### src/rtl/qpsk_tx_framer.sv
// qpsk_tx_framer: byte stream -> framed, oversampled QPSK {I,Q} samples.
// Frame = alternating preamble, payload (MSB-first dibits), zero guard gap.
// Optional build macro QPSK_SCRAMBLER_EN adds an additive x^7+x^4+1 payload scrambler.
module qpsk_tx_framer #(
    parameter int SPS           = 4,
    parameter int AMP           = 1024,
    parameter int PREAMBLE_SYMS = 32,
    parameter int GAP_SAMPLES   = 16
) (
    input  logic        clk,
    input  logic        rst,
    input  logic        s_valid,
    input  logic [7:0]  s_data,
    input  logic        s_last,
    output logic        s_ready,
    output logic        out_valid,
    output logic [23:0] out_data,
    input  logic        out_ready,
    output logic        busy,
    output logic        underrun
);

    typedef enum logic [1:0] {IDLE, PREAMBLE, PAYLOAD, GAP} state_t;

    localparam logic [11:0] POS       = 12'(AMP);
    localparam logic [11:0] NEG       = 12'(-AMP);
    localparam logic [3:0]  SAMP_LAST = 4'(SPS - 1);
    localparam logic [7:0]  PRE_LAST  = 8'(PREAMBLE_SYMS - 1);
    localparam logic [7:0]  GAP_LAST  = 8'(GAP_SAMPLES - 1);

    state_t      state_q, state_d;
    logic [3:0]  samp_cnt;
    logic [7:0]  sym_cnt;
    logic [7:0]  gap_cnt;
    logic [7:0]  shreg;
    logic        cur_last;
    logic [7:0]  hold_data;
    logic        hold_last;
    logic        hold_full;
    logic        last_seen;
    logic        starve;
    logic        init_done;

    logic        adv, accept, samp_end, sym_end;
    logic        load_byte, start_starve, stop_starve;
    logic [1:0]  dibit, sym_bits;

    assign adv      = out_valid && out_ready;
    assign accept   = s_valid && s_ready;
    assign samp_end = (samp_cnt == SAMP_LAST);
    assign sym_end  = adv && samp_end;

`ifdef QPSK_SCRAMBLER_EN
    logic [6:0] lfsr;
    logic       scr_o1, scr_o2;
    // Two scrambler bits per symbol: o1 for the MSB, o2 from the once-stepped state.
    assign scr_o1   = lfsr[6] ^ lfsr[3];
    assign scr_o2   = lfsr[5] ^ lfsr[2];
    assign sym_bits = dibit ^ {scr_o1, scr_o2};

    // Reseed at frame start, advance two bits per emitted payload symbol.
    always_ff @(posedge clk or negedge rst) begin
        if (!rst) begin
            lfsr <= 7'h7F;
        end else if (state_q == IDLE && accept) begin
            lfsr <= 7'h7F;
        end else if (state_q == PAYLOAD && sym_end && !starve) begin
            lfsr <= {lfsr[4:0], scr_o1, scr_o2};
        end
    end
`else
    assign sym_bits = dibit;
`endif

    // Pick the current dibit of the shift register, MSB pair first.
    always_comb begin
        dibit = 2'b00;
        case (sym_cnt[1:0])
            2'd0: dibit = shreg[7:6];
            2'd1: dibit = shreg[5:4];
            2'd2: dibit = shreg[3:2];
            2'd3: dibit = shreg[1:0];
            default: dibit = 2'b00;
        endcase
    end

    // FSM state register.
    always_ff @(posedge clk or negedge rst) begin
        if (!rst) state_q <= IDLE;
        else      state_q <= state_d;
    end

    // Next-state and payload sequencing strobes; nothing moves without a sample step.
    always_comb begin
        state_d      = state_q;
        load_byte    = 1'b0;
        start_starve = 1'b0;
        stop_starve  = 1'b0;
        case (state_q)
            IDLE: begin
                if (accept) state_d = PREAMBLE;
            end
            PREAMBLE: begin
                if (sym_end && sym_cnt == PRE_LAST) state_d = PAYLOAD;
            end
            PAYLOAD: begin
                if (sym_end) begin
                    if (starve) begin
                        if (hold_full) begin
                            load_byte   = 1'b1;
                            stop_starve = 1'b1;
                        end
                    end else if (sym_cnt == 8'd3) begin
                        if (cur_last)       state_d = (GAP_SAMPLES == 0) ? IDLE : GAP;
                        else if (hold_full) load_byte = 1'b1;
                        else                start_starve = 1'b1;
                    end
                end
            end
            GAP: begin
                if (adv && gap_cnt == GAP_LAST) state_d = IDLE;
            end
            default: state_d = IDLE;
        endcase
    end

    // Counters, byte registers and status flags.
    always_ff @(posedge clk or negedge rst) begin
        if (!rst) begin
            samp_cnt  <= '0;
            sym_cnt   <= '0;
            gap_cnt   <= '0;
            shreg     <= '0;
            cur_last  <= 1'b0;
            hold_data <= '0;
            hold_last <= 1'b0;
            hold_full <= 1'b0;
            last_seen <= 1'b0;
            starve    <= 1'b0;
            underrun  <= 1'b0;
            init_done <= 1'b0;
        end else begin
            init_done <= 1'b1;
            if (state_q == IDLE) begin
                samp_cnt  <= '0;
                sym_cnt   <= '0;
                gap_cnt   <= '0;
                starve    <= 1'b0;
                hold_full <= 1'b0;
                last_seen <= accept && s_last;
                if (accept) begin
                    shreg    <= s_data;
                    cur_last <= s_last;
                    underrun <= 1'b0;
                end
            end else begin
                if (adv) samp_cnt <= samp_end ? 4'd0 : samp_cnt + 4'd1;
                if (sym_end) begin
                    if (state_q == PREAMBLE)
                        sym_cnt <= (sym_cnt == PRE_LAST) ? 8'd0 : sym_cnt + 8'd1;
                    else if (state_q == PAYLOAD)
                        sym_cnt <= (starve || sym_cnt == 8'd3) ? 8'd0 : sym_cnt + 8'd1;
                end
                if (adv && state_q == GAP) gap_cnt <= gap_cnt + 8'd1;

                // Draw from the holding register happens before any refill.
                if (load_byte) begin
                    shreg    <= hold_data;
                    cur_last <= hold_last;
                end
                hold_full <= (hold_full && !load_byte) || accept;
                if (accept) begin
                    hold_data <= s_data;
                    hold_last <= s_last;
                    if (s_last) last_seen <= 1'b1;
                end

                if (start_starve) begin
                    starve   <= 1'b1;
                    underrun <= 1'b1;
                end else if (stop_starve) begin
                    starve <= 1'b0;
                end
            end
        end
    end

    // Output mapping from registered state; stable across back-pressure stalls.
    always_comb begin
        out_valid = 1'b0;
        out_data  = 24'h0;
        s_ready   = 1'b0;
        busy      = (state_q != IDLE);
        case (state_q)
            IDLE: begin
                s_ready = init_done;
            end
            PREAMBLE: begin
                out_valid = 1'b1;
                out_data  = sym_cnt[0] ? {NEG, NEG} : {POS, POS};
                s_ready   = !hold_full && !last_seen;
            end
            PAYLOAD: begin
                out_valid = 1'b1;
                if (!starve) out_data = {sym_bits[1] ? NEG : POS, sym_bits[0] ? NEG : POS};
                s_ready   = !hold_full && !last_seen;
            end
            GAP: begin
                out_valid = 1'b1;
            end
            default: ;
        endcase
    end

endmodule

### config.mk
export PLATFORM = sky130hd
export DESIGN_NAME = qpsk_tx_framer
export DESIGN_NICKNAME = d
export VERILOG_FILES = /design/src/rtl/qpsk_tx_framer.sv
export SDC_FILE = /design/constraint.sdc
export NUM_CORES = 1
export LEC_CHECK = 0
export ABC_AREA = 1
export BUFFER_PORTS_ARGS = -buffer_cell sky130_fd_sc_hd__buf_2
export CORE_ASPECT_RATIO = 1.1
export CORE_MARGIN = 1
export CORE_UTILIZATION = 38
export CTS_CLUSTER_SIZE = 25
export DETAILED_ROUTE_END_ITERATION = 16
export PLACE_DENSITY_LB_ADDON = 0.3
export SYNTH_ARGS = -nofsm -noshare
export SYNTH_HDL_FRONTEND = slang
export SYNTH_SLANG_ARGS = --single-unit
### constraint.sdc
create_clock -name clk -period 4.2 [get_ports clk]
set_input_delay 0.84 -clock clk [delete_from_list [all_inputs] [get_ports clk]]
set_output_delay 0.84 -clock clk [all_outputs]
set_load 0.05 [all_outputs]
# Word-level counts from Yosys, hierarchy flattened
# Cells that the tools add are included.
# word_totals
reg_bits,45
latch_bits,0
ram_bits,0
rom_bits,0
input_bits,13
out_inout_bits,28
word_cells,126
mem_count,0
# classes
add_sub_neg,3
mul,0
div_mod_pow,0
magnitude_cmp,0
n_eq_ne,17
n_shift,0
muxes,58
bitwise_logic,1
n_reduce_logical,34
# ops
op,count
$mux W8,11
$mux W24,2
$pmux W24 S2,1
$mux W1,29
$mux W12,2
$add A8 B1 Y8 const B,2
$pmux W2 S4,2
$reduce_bool A2 Y1,8
$mux W2,7
$ne A2 B2 Y1 const B,7
$mux W4,3
$reduce_and A2 Y1,5
$logic_and A1 B1 Y1,9
$eq A2 B2 Y1 const B,4
$eq A8 B2 Y1 const B,1
$eq A8 B4 Y1 const B,1
$eq A8 B5 Y1 const B,1
$reduce_and A7 Y1,1
$reduce_bool A3 Y1,2
$add A4 B1 Y4 const B,1
$eq A2 B1 Y1 const B,2
$eq A4 B2 Y1 const B,1
$logic_not A2 Y1,2
$logic_not A1 Y1,3
5 further kinds,6

# Depth between registers and ports, before layout
# Gate-level depths: netlist of run 1.
# logic_depth
word_depth,11
ltp_mapped,11
mapped_depth_nobuf,11

# Least setup slack after synthesis of run 1
# No wires, ideal clock.
# synth_path
path_type,flip-flop to output port
from,register state_q[0]
to,output port out_data[22]
t_arrival_ns,1.968
setup_slack_ns,1.392
path_stages_with_launch,6
n_path_buf,1
path_cell_list,dfrtp_1 -> inv_1 -> ha_1 -> inv_1 -> a21oi_1 -> buf_4
# synth_between
elab_chain_len,2
# synth_rtl
item,line_no,text
"start, declared",31,"state_t state_q, state_d;"
"start signal, assigned",90,else state_q <= state_d;
$eq A2 B2 Y1 / $eq A2 B1 Y1 (equally long branches),194,case (state_q)
$pmux W24 S2 *,194,
"end, declared",17,"output logic [23:0] out_data,"
# Every way passes the cells marked *; elsewhere a longest branch is shown, timed or not.

# Worst setup path in the final report of run 1
# layout_path
from,register state_q[0]
to,output port busy
# layout_between
elab_chain_len,1
# layout_rtl
item,line_no,text
$reduce_bool A2 Y1,193,busy = (state_q != IDLE);
"end, declared",19,"output logic busy,"
# No other way between the ends.

==> results of run 1 <==
==> metal layers <==
metal	up-vias	wire [um]	part of all wire, %
met5	-	0	0
met4	0	40	0.79
met3	5	132	2.6
met2	49	2457	48
met1	981	2438	48
li1	1134	-	-
==> cell usage after synthesis (3+ instances only) <==
| cell type | number |
|---|---|
| buf_4 | 22 |
| o21ai_1 | 9 |
| buf_6 | 3 |
| inv_2 | 4 |
| xor2_1 | 3 |
| nand2_2 | 4 |
| a31oi_1 | 3 |
| inv_1 | 37 |
| nor2_1 | 28 |
| nand3_1 | 29 |
| ha_1 | 12 |
| o21ai_0 | 17 |
| o21bai_1 | 4 |
| nand2_1 | 92 |
| a21oi_2 | 3 |
| a21oi_1 | 12 |
| dfrtp_1 | 45 |
==> path summary, 6_finish.rpt <==
kind / end / cells after the start
worst max-delay path: busy / 4
worst min-delay path: shreg[3] / 2
worst max register to register: state_q[0] / 10
worst min register to register: shreg[3] / 2
max in group asynchronous: underrun / 1
min in group asynchronous: gap_cnt[3] / 1
==> final cells by class <==
cell class	count	area, sq um	area share, %
Multi-Input combinational cell	260	1343	45.52
Tap cell	85	106.4	3.606
Clock inverter	2	37.54	1.273
Timing Repair Buffer	20	100.1	3.394
Clock buffer	6	82.58	2.800
Inverter	41	153.9	5.219
Sequential cell	45	1126	38.18
==> cells by family (layout without fill, tap and decap cells) <==
group,count (synthesis),count (layout)
flip-flops,45,45
adder cells (fa/ha/maj),12,12
XOR/XNOR,4,4
other,2,21
AO/OA/AOI/OAI,57,57
AND/OR/NAND/NOR,166,166
buffers and inverters,70,69
==> through the flow <==
step           hold slack (ps)  instances  setup WS (ps)  power [mW]  utilization [%]
5_1_grt                  501.1        459           1100       2.256            41.85
4_1_cts                  482.8        459           1218       2.112            41.85
6_report                 478.6        459           1243       2.094            41.85
2_1_floorplan            436.6        375           1392       1.601                -
3_3_place_gp             459.8        451           1623       1.745            40.15
3_5_place_dp             458.8        451           1565       1.758            40.15
==> report_power, final <==
group          switching [mW]  total (mW)  internal, mW
clock                   0.149       0.343         0.194
sequential             0.0842       0.646         0.562
combinational           0.800        1.11         0.305
total                    1.03        2.09          1.06
==> critical path: cells and delay by family (launching register included) <==
kind	cells	cell delay [ps]
buf+inv	3	860
fa+ha+maj	1	530
flops	1	420
==> state kept, by name, summed over array words and instances (netlist names) <==
| register | count |
|---|---|
| init_done | 1 |
| cur_last | 1 |
| starve | 1 |
| hold_data | 8 |
| last_seen | 1 |
| samp_cnt | 4 |
| hold_full | 1 |
| underrun | 1 |
| state_q | 2 |
| hold_last | 1 |
| gap_cnt | 8 |
| sym_cnt | 8 |
| shreg | 8 |
==> cells in the final DEF (no fill, tap or decap), drive strengths merged <==
cell	netlist	layout
nor3b	1	1
a31oi	3	3
dfrtp	45	45
a21oi	16	16
a22oi	1	1
and3	2	2
xor2	3	3
inv	41	41
o21ai	27	27
or2	1	1
nand4	1	1
bufinv	0	1
a31o	1	1
nor2	30	30
nand3	31	31
clkbuf	2	6
nor3	2	2
xnor2	1	1
a21boi	1	1
buf	27	20
o21bai	4	4
o211ai	1	1
clkinvlp	0	1
o22ai	1	1
conb	2	21
o31ai	2	2
ha	12	12
nand2	98	98
==> run_results.csv, run 1 <==
group,metric,value,unit
placed_design,routabilityCongestion,0.8389,
placed_design,dpl_cell_area,0.002829,sq mm
die,fp.coreArea,0.007047,sq mm
synth,ys.flop_type,"dfrtp_1",
die,io_pins,41,
placed_design,port-buffer-count,20,
clock_network,cts_buffer_depth,2,
cells_and_area,final_cell_area,0.002949,sq mm
placed_design,dp.final_hpwl,3.682,mm
cells_and_area,nFillCells,714,
global_route,use_met1,16.98,%
min_path,hold_class,"register to register",
synth,ys_types,39,
synth,synth_edf_count,0,
clock_network,cts_tree,"yes",
critical_path,reg2reg_slack,1800,ps
power,power.density,709.9,mW/mm^2
synth,yosys_warnings,0,
die,rows,32,
global_route,track_usage,13.99,%
critical_path,cpMaxStageDelayCell,"ha_1",
global_route,grtUsageMet3,2.455,%
min_path,min_from,"shreg[3]",
critical_path,critical_path_class,"register to output port",
synth,synthArstFlopShare,100.0,%
die,die_w,83.37,um
cells_and_area,final_nets,398,
synth,synth_top_family_by_area,"simple AND/OR/NAND/NOR gates",
synth,synth-compound-area-share,12.57,%
critical_path,slowest_delay,530,ps
clock_network,htreeDepth,2,
synth,synth_top_area_share,40.69,%
synth,synth_xor_area_share,1.266,%
synth,synthCells,356,
critical_path,setup.worst_path.start,"state_q[0]",
detailed_routing,vias,2169,
timing,setup_viol,0,
timing,fin_crit,2957,ps
global_route,grt-ovfl-total,0,
global_route,gr-usage-met2,24.93,%
clock_network,clk_latency,290,ps
detailed_routing,wl,5.069,mm
die,start_util,39.28,%
critical_path,cp.arrival,2120,ps
critical_path,reg2reg_from,"state_q[0]",
clock_network,ctsRootBufferMaster,"clkbuf_8",
timing,hold_viol_final,0,
die,die_height,91.51,um
timing,drv_slew,0,
clock_network,cts_setup_buffers,0,
critical_path,worstPathRequired,3360,ps
run_status,outcome,"completed",
synth,ys_seq_elements,45,
global_route,grt.busiest_layer,"met2",
synth,synth_largest_area_cell,"dfrtp_1",
timing,worstMarginPinSlew,983.7,ps
timing,fmax,0.3382,GHz
critical_path,critPathCaptureType,"output port",
detailed_routing,drtIter0Drc,135,
cells_and_area,num_antenna_cells,0,
power,total_leakage_power,1.535,nW
clock_network,cts_resized,0,
synth,synth.mux.area_fraction,0,%
critical_path,crit_chain,"inv_1 -> ha_1 -> inv_2 -> buf_2",
detailed_routing,final_antenna_net_count,0,
clock_network,path_clk_slew,90,ps
timing,relSlewSlack,34.42,%
detailed_routing,drt_first_pass_iters,4,
synth,synth_area_leaders,"dfrtp_1, nand2_1, buf_4",
detailed_routing,viasPerCell,4.725,
die,dieArea,0.007629,sq mm
global_route,antenna_found_initial,0,
timing,rsz0062_at_grt,"false",
synth,synth_adder_area_share,5.425,%
global_route,grt_max_degree,46,
power,max-vdd-ir-drop,0.6199,mV
synth,avgSynthCellArea,7.774,sq um
run,cap_viol_max_count,0,
timing,fin_crit_sh,70.39,%
critical_path,worst_setup_path_start_kind,"register",
cells_and_area,layout-drive-gt1-share,13.37,%
timing,fin_setup_tns,0,ps
clock_network,hold_buffers,0,
clock_network,cts.sinks,45,
detailed_routing,drc,0,
timing,fin_skew,5.932,ps
synth,yosysSeqAreaShare,40.69,%
cells_and_area,syn_to_final_growth,6.555,%
synth,synth_area,0.002768,sq mm
global_route,grt_pass1_wl,8.742,mm
critical_path,path_max_fanout,31,
global_route,first_global_vias,2028,
clock_network,cts_buffers,5,
synth,yosys.area_share.simple,26.40,%
detailed_routing,wl_per_cell,11.04,um
Power figures use the tool's default switching activity.
==> run 2: changes to the inputs <==
==> constraint.sdc (replaced) <==
create_clock -name clk -period 2.9 [get_ports clk]
set_input_delay 0.58 -clock clk [delete_from_list [all_inputs] [get_ports clk]]
set_output_delay 0.58 -clock clk [all_outputs]
set_load 0.05 [all_outputs]
==> run 2 against run 1 <==
Against the previous run: register-to-register slack lost 940 ps; cell count rose by 0.44%; die area unchanged; first-iteration DRC count is 19% lower; sequential power rose by 44%; highest routed layer unchanged; non-clock buffer count up 2; combinational power increased by 45%; sequential cell count is the same; clock power increased by 40%; sequential share of layout area decreased by 0.081 points; critical path depth is 3 higher.
==> run_results.csv, run 2 (synthesis gave the netlist of run 1 again) <==
group,metric,value,unit
placed_design,routabilityCongestion,0.7877,
critical_path,r2r_cells,10,
critical_path,cpMaxStageDelayCell,"dfrtp_1",
timing,fin_ws,461.8,ps
cells_and_area,final_common_cell,"nand2_1",
detailed_routing,drc,0,
detailed_routing,viasPerCell,4.653,
clock_network,ctsRootBufferMaster,"clkbuf_8",
timing,drv_slew,0,
clock_network,htreeDepth,2,
placed_design,dp_slack,782.6,ps
timing,fin_skew,10.83,ps
detailed_routing,final_antenna_net_count,0,
timing,hold_slack,442.1,ps
cells_and_area,layout_common_cells,"nand2_1, dfrtp_1, inv_1",
timing,rsz0062_at_grt,"false",
die,fp.coreArea,0.007047,sq mm
clock_network,hold_buffers,0,
clock_network,cts_tree,"yes",
clock_network,clk_latency,300,ps
power,p_sw,1.491,mW
critical_path,path_max_fanout,5,
min_path,hold_class,"input port to async pin",
die,start_util,39.28,%
clock_network,cts_setup_buffers,0,
critical_path,slowest_delay,420,ps
global_route,grt_pass1_wl,9.232,mm
run_status,outcome,"completed",
timing,fmax,0.4101,GHz
critical_path,worst_setup_path_start_kind,"register",
power,clkPwrFrac,15.9,%
critical_path,critical_path_class,"register to output port",
critical_path,setup.worst_path.start,"state_q[0]",
global_route,grt_max_degree,46,
power,finalPower,3.026,mW
detailed_routing,drtIter0Drc,109,
critical_path,path_depth,7,
cells_and_area,num_antenna_cells,0,
timing,fin_crit_sh,84.08,%
critical_path,worstPathRequired,2320,ps
power,power_frac_seq,30.8,%
clock_network,cts.sinks,45,
die,rows,32,
timing,relSlewSlack,32.37,%
global_route,track_usage,14.81,%
power,sw_frac_of_total,49.29,%
die,io_pins,41,
detailed_routing,wl_per_cell,11.14,um
power,power.density,1024,mW/mm^2
clock_network,cts_resized,0,
placed_design,dp.final_hpwl,3.829,mm
clock_network,path_clk_slew,90,ps
cells_and_area,final_nets,400,
timing,fin_setup_tns,0,ps
clock_network,cts_buffer_depth,2,
power,total_leakage_power,1.543,nW
timing,setup_viol,0,
critical_path,cp.arrival,1860,ps
detailed_routing,drt_first_pass_iters,4,
timing,fin_crit,2438,ps
power,p_comb_share,53.3,%
detailed_routing,vias,2145,
critical_path,critPathBufInv,2,
critical_path,crit_chain,"inv_1 -> ha_1 -> nand2_1 -> a31oi_1 -> o21ai_0 -> a21oi_1 -> buf_2",
global_route,first_global_vias,2044,
clock_network,cts_buffers,5,
detailed_routing,wl,5.135,mm
die,die_w,83.37,um
timing,worstMarginPinSlew,1014,ps
critical_path,critPathTopFamily,"flip-flops",
timing,hold_viol_final,0,
cells_and_area,syn_to_final_growth,6.781,%
global_route,antenna_found_initial,0,
die,dieArea,0.007629,sq mm
critical_path,critPathCaptureType,"output port",
global_route,grt-ovfl-total,0,
placed_design,port-buffer-count,20,
critical_path,reg2reg_from,"state_q[0]",
run,cap_viol_max_count,0,
critical_path,endpoint,"out_data[11]",
cells_and_area,layout-drive-gt1-share,13.56,%
cells_and_area,final_util,41.94,%
critical_path,rr_endpoint,"state_q[0]",
power,internal_power,1.534,mW
die,die_height,91.51,um
power,max-vdd-ir-drop,0.8280,mV
critical_path,reg2reg_slack,860,ps
==> run 2: cell count changes in the layout (fill, tap and decap cells not counted) <==
cell | previous run | this run
clkbuf_8 | 6 | 5
clkbuf_1 | 0 | 1
buf_4 | 0 | 2
clkinvlp_4 | 1 | 0
clkinv_4 | 0 | 1
==> run 2: per-layer routing <==
metal | track usage [%] | up-vias | share of wire, % | wire (um)
li1 | - | 1126 | - | -
met1 | 17.94 | 979 | 47 | 2395
met2 | 26.30 | 36 | 49 | 2526
met3 | 3.182 | 4 | 3.4 | 175
met4 | 4.310 | 0 | 0.72 | 37
met5 | 0 | - | 0 | 0
==> run 2: how the worst min path moves through the flow <==
stage | from | to | slack [ps] | depth (start not counted)
after floorplan | rst | cur_last | 280 | 0
after detailed placement | shreg[2] | shreg[2] | 460 | 2
final | rst | gap_cnt[3] | 440 | 1
after global placement | shreg[0] | shreg[0] | 460 | 2
after CTS | rst | gap_cnt[3] | 480 | 1
after global routing | shreg[7] | shreg[7] | 500 | 2
==> run 2: area by class of cell <==
cell class              count  area, sq um
clock buffers               6        72.57
clock inverters             2        38.79
fillers                   720         4091
inverters                  41        153.9
multi-input cells         260         1343
flip-flops and latches     45         1126
well taps                  85        106.4
repair buffers             22        115.1
==> run 2: power by group through the flow <==
stage | registers [mW] | clock network (mW) | logic [mW]
after global placement | 0.943 | 0 | 1.61
after CTS | 0.933 | 0.493 | 1.64
final | 0.933 | 0.480 | 1.61
after detailed placement | 0.945 | 0 | 1.64
after global routing | 0.956 | 0.521 | 1.83
after floorplan | 0.940 | 0 | 1.38
==> run 2: per-stage QoR <==
step           cell area, sq um  cells
3_5_place_dp               2844    453
2_1_floorplan              2839    375
4_1_cts                    2955    461
5_1_grt                    2955    461
6_report                   2955    461
3_3_place_gp               2844    453
==> run 3: changes to the inputs <==
==> constraint.sdc (replaced) <==
create_clock -name clk -period 2.1 [get_ports clk]
set_input_delay 0.42 -clock clk [delete_from_list [all_inputs] [get_ports clk]]
set_output_delay 0.42 -clock clk [all_outputs]
set_load 0.05 [all_outputs]
==> run 3 against run 2 <==
Against the previous run: clock skew is 4.1 ps lower; wire length is 4.5% higher; sequential share of layout area is 2.3 points lower; global-route usage is 0.54 points higher; utilization is 2.7 points higher; clock power is 18% higher; hold slack worse by 400 ps; first-iteration DRC count is 19% lower; largest power group unchanged; highest routed layer unchanged.
==> run_results.csv, run 3 (synthesis gave the netlist of run 1 again) <==
group,metric,value,unit
power,total_leakage_power,1.596,nW
detailed_routing,wl_per_cell,11.34,um
cells_and_area,final_cell_area,0.003148,sq mm
critical_path,cpMaxStageDelayCell,"dfrtp_1",
timing,fin_crit_sh,98.28,%
die,dieArea,0.007629,sq mm
cells_and_area,syn_to_final_growth,13.74,%
power,clkPwrFrac,12.6,%
clock_network,cts_tree,"yes",
cells_and_area,final_common_cell,"nand2_1",
clock_network,cts_buffers,5,
critical_path,path_max_fanout,4,
detailed_routing,drt_first_pass_iters,4,
cells_and_area,stdcell_count,473,
die,die_w,83.37,um
global_route,antenna_found_initial,0,
critical_path,cp.arrival,1640,ps
global_route,first_global_vias,2148,
timing,fmax,0.4845,GHz
placed_design,routabilityCongestion,0.7946,
global_route,grt_max_degree,20,
critical_path,critPathTopFamily,"flip-flops",
critical_path,crit_chain,"inv_1 -> ha_1 -> nand3_2 -> a21oi_4 -> buf_6",
cells_and_area,layout_common_cells,"nand2_1, dfrtp_1, inv_1",
cells_and_area,final_nets,412,
die,io_pins,41,
power,p_comb_share,58.7,%
critical_path,critical_path_class,"register to output port",
placed_design,dpl_cell_area,0.002893,sq mm
die,die_height,91.51,um
clock_network,path_clk_slew,90,ps
global_route,grt-ovfl-total,0,
detailed_routing,wl,5.366,mm
cells_and_area,layout-drive-gt1-share,20.62,%
critical_path,worstPathRequired,1680,ps
timing,rsz0062_at_grt,"true",
global_route,grt_pass1_wl,9.625,mm
clock_network,ctsRootBufferMaster,"clkbuf_8",
placed_design,place_inst,458,
power,sw_frac_of_total,49.30,%
cells_and_area,multi_input_area,0.001425,sq mm
detailed_routing,vias,2234,
detailed_routing,viasPerCell,4.723,
clock_network,cts.sinks,45,
run_status,outcome,"completed",
power,max-vdd-ir-drop,1.017,mV
clock_network,clk_latency,300,ps
cells_and_area,seq_area,0.001129,sq mm
min_path,hold_class,"input port to async pin",
critical_path,critPathCaptureType,"output port",
timing,drv_slew,0,
power,finalPower,4.497,mW
placed_design,port-buffer-count,20,
timing,setup_viol,0,
critical_path,critPathBufInv,2,
clock_network,hold_buffers,0,
run,cap_viol_max_count,0,
die,rows,32,
power,internal_power,2.280,mW
cells_and_area,num_antenna_cells,0,
power,power_frac_seq,28.7,%
detailed_routing,drtIter0Drc,88,
global_route,track_usage,15.36,%
detailed_routing,drc,0,
die,fp.coreArea,0.007047,sq mm
critical_path,slowest_delay,380,ps
timing,fin_crit,2064,ps
timing,fin_skew,6.737,ps
timing,hold_viol_final,0,
cells_and_area,final_util,44.67,%
critical_path,worst_setup_path_start_kind,"register",
timing,hold_slack,40.00,ps
placed_design,dp_slack,115.4,ps
cells_and_area,nFillCells,700,
clock_network,cts_buffer_depth,2,
placed_design,dp.final_hpwl,4.042,mm
power,p_sw,2.217,mW
die,start_util,39.28,%
timing,fin_ws,36.02,ps
timing,fin_setup_tns,0,ps
clock_network,htreeDepth,2,
detailed_routing,final_antenna_net_count,0,
power,power.density,1428,mW/mm^2
run 3: changes by cell type in the layout (fill, tap and decap cells not counted), sizes merged:
cell / previous run / this run
buf: 22 / 34
clkinvlp: 0 / 1
clkinv: 1 / 0
inv: 41 / 43
bufinv: 1 / 0
clkbuf: 6 / 5
run 3: path summary, 6_finish.rpt:
kind | depth (start not counted) | slack [ps] | from | endpoint
setup / recovery | 5 | 40 | state_q[1] | s_ready
hold reg to reg | 2 | 480 | shreg[0] | shreg[0]
min in group clk | 3 | 360 | s_data[1] | hold_data[1]
max in group asynchronous | 2 | 1470 | rst | sym_cnt[7]
hold / removal | 1 | 40 | rst | hold_data[4]
setup reg to reg | 11 | 210 | state_q[0] | shreg[2]
run 3: what timing repair did:
item,4_1_cts,5_1_grt
endpoints found under the setup margin,5,5
pin swaps,1,1
setup buffers,4,3
resized for setup,13,19
run 3: layout make-up:
| cell class | instances | area share (%) |
|---|---|---|
| Timing Repair Buffer | 34 | 7.631 |
| Clock inverter | 3 | 0.7949 |
| Inverter | 41 | 4.889 |
| Clock buffer | 5 | 2.186 |
| Multi-Input combinational cell | 260 | 45.27 |
| Sequential cell | 45 | 35.85 |
| Tap cell | 85 | 3.378 |
run 3: power groups by stage:
| stage | sequential [mW] | combinational [mW] | clock, mW |
|---|---|---|---|
| floorplan | 1.30 | 1.93 | 0 |
| global placement | 1.30 | 2.31 | 0 |
| detailed placement | 1.31 | 2.33 | 0 |
| CTS | 1.28 | 2.50 | 0.590 |
| global route | 1.33 | 2.94 | 0.627 |
| finish | 1.29 | 2.64 | 0.565 |
run 3: layer usage:
| metal | vias to the layer above | wire length (um) | global-route usage (%) |
|---|---|---|---|
| met5 | - | 0 | 0 |
| met4 | 0 | 48 | 4.310 |
| met3 | 5 | 141 | 2.818 |
| met2 | 35 | 2725 | 26.98 |
| met1 | 1036 | 2450 | 19.19 |
| li1 | 1158 | - | - |
run 3: worst reg2reg max path: stages, from the launching register on:
cell and delay (ps):
dfrtp_1 370, inv_2 70, buf_4 130, ha_1 260
nor2_4 200, nand3_2 130, nor2_2 120, nand3_1 120
nand2_4 160, nand2_4 100, nand2_1 90, nand2_1 50
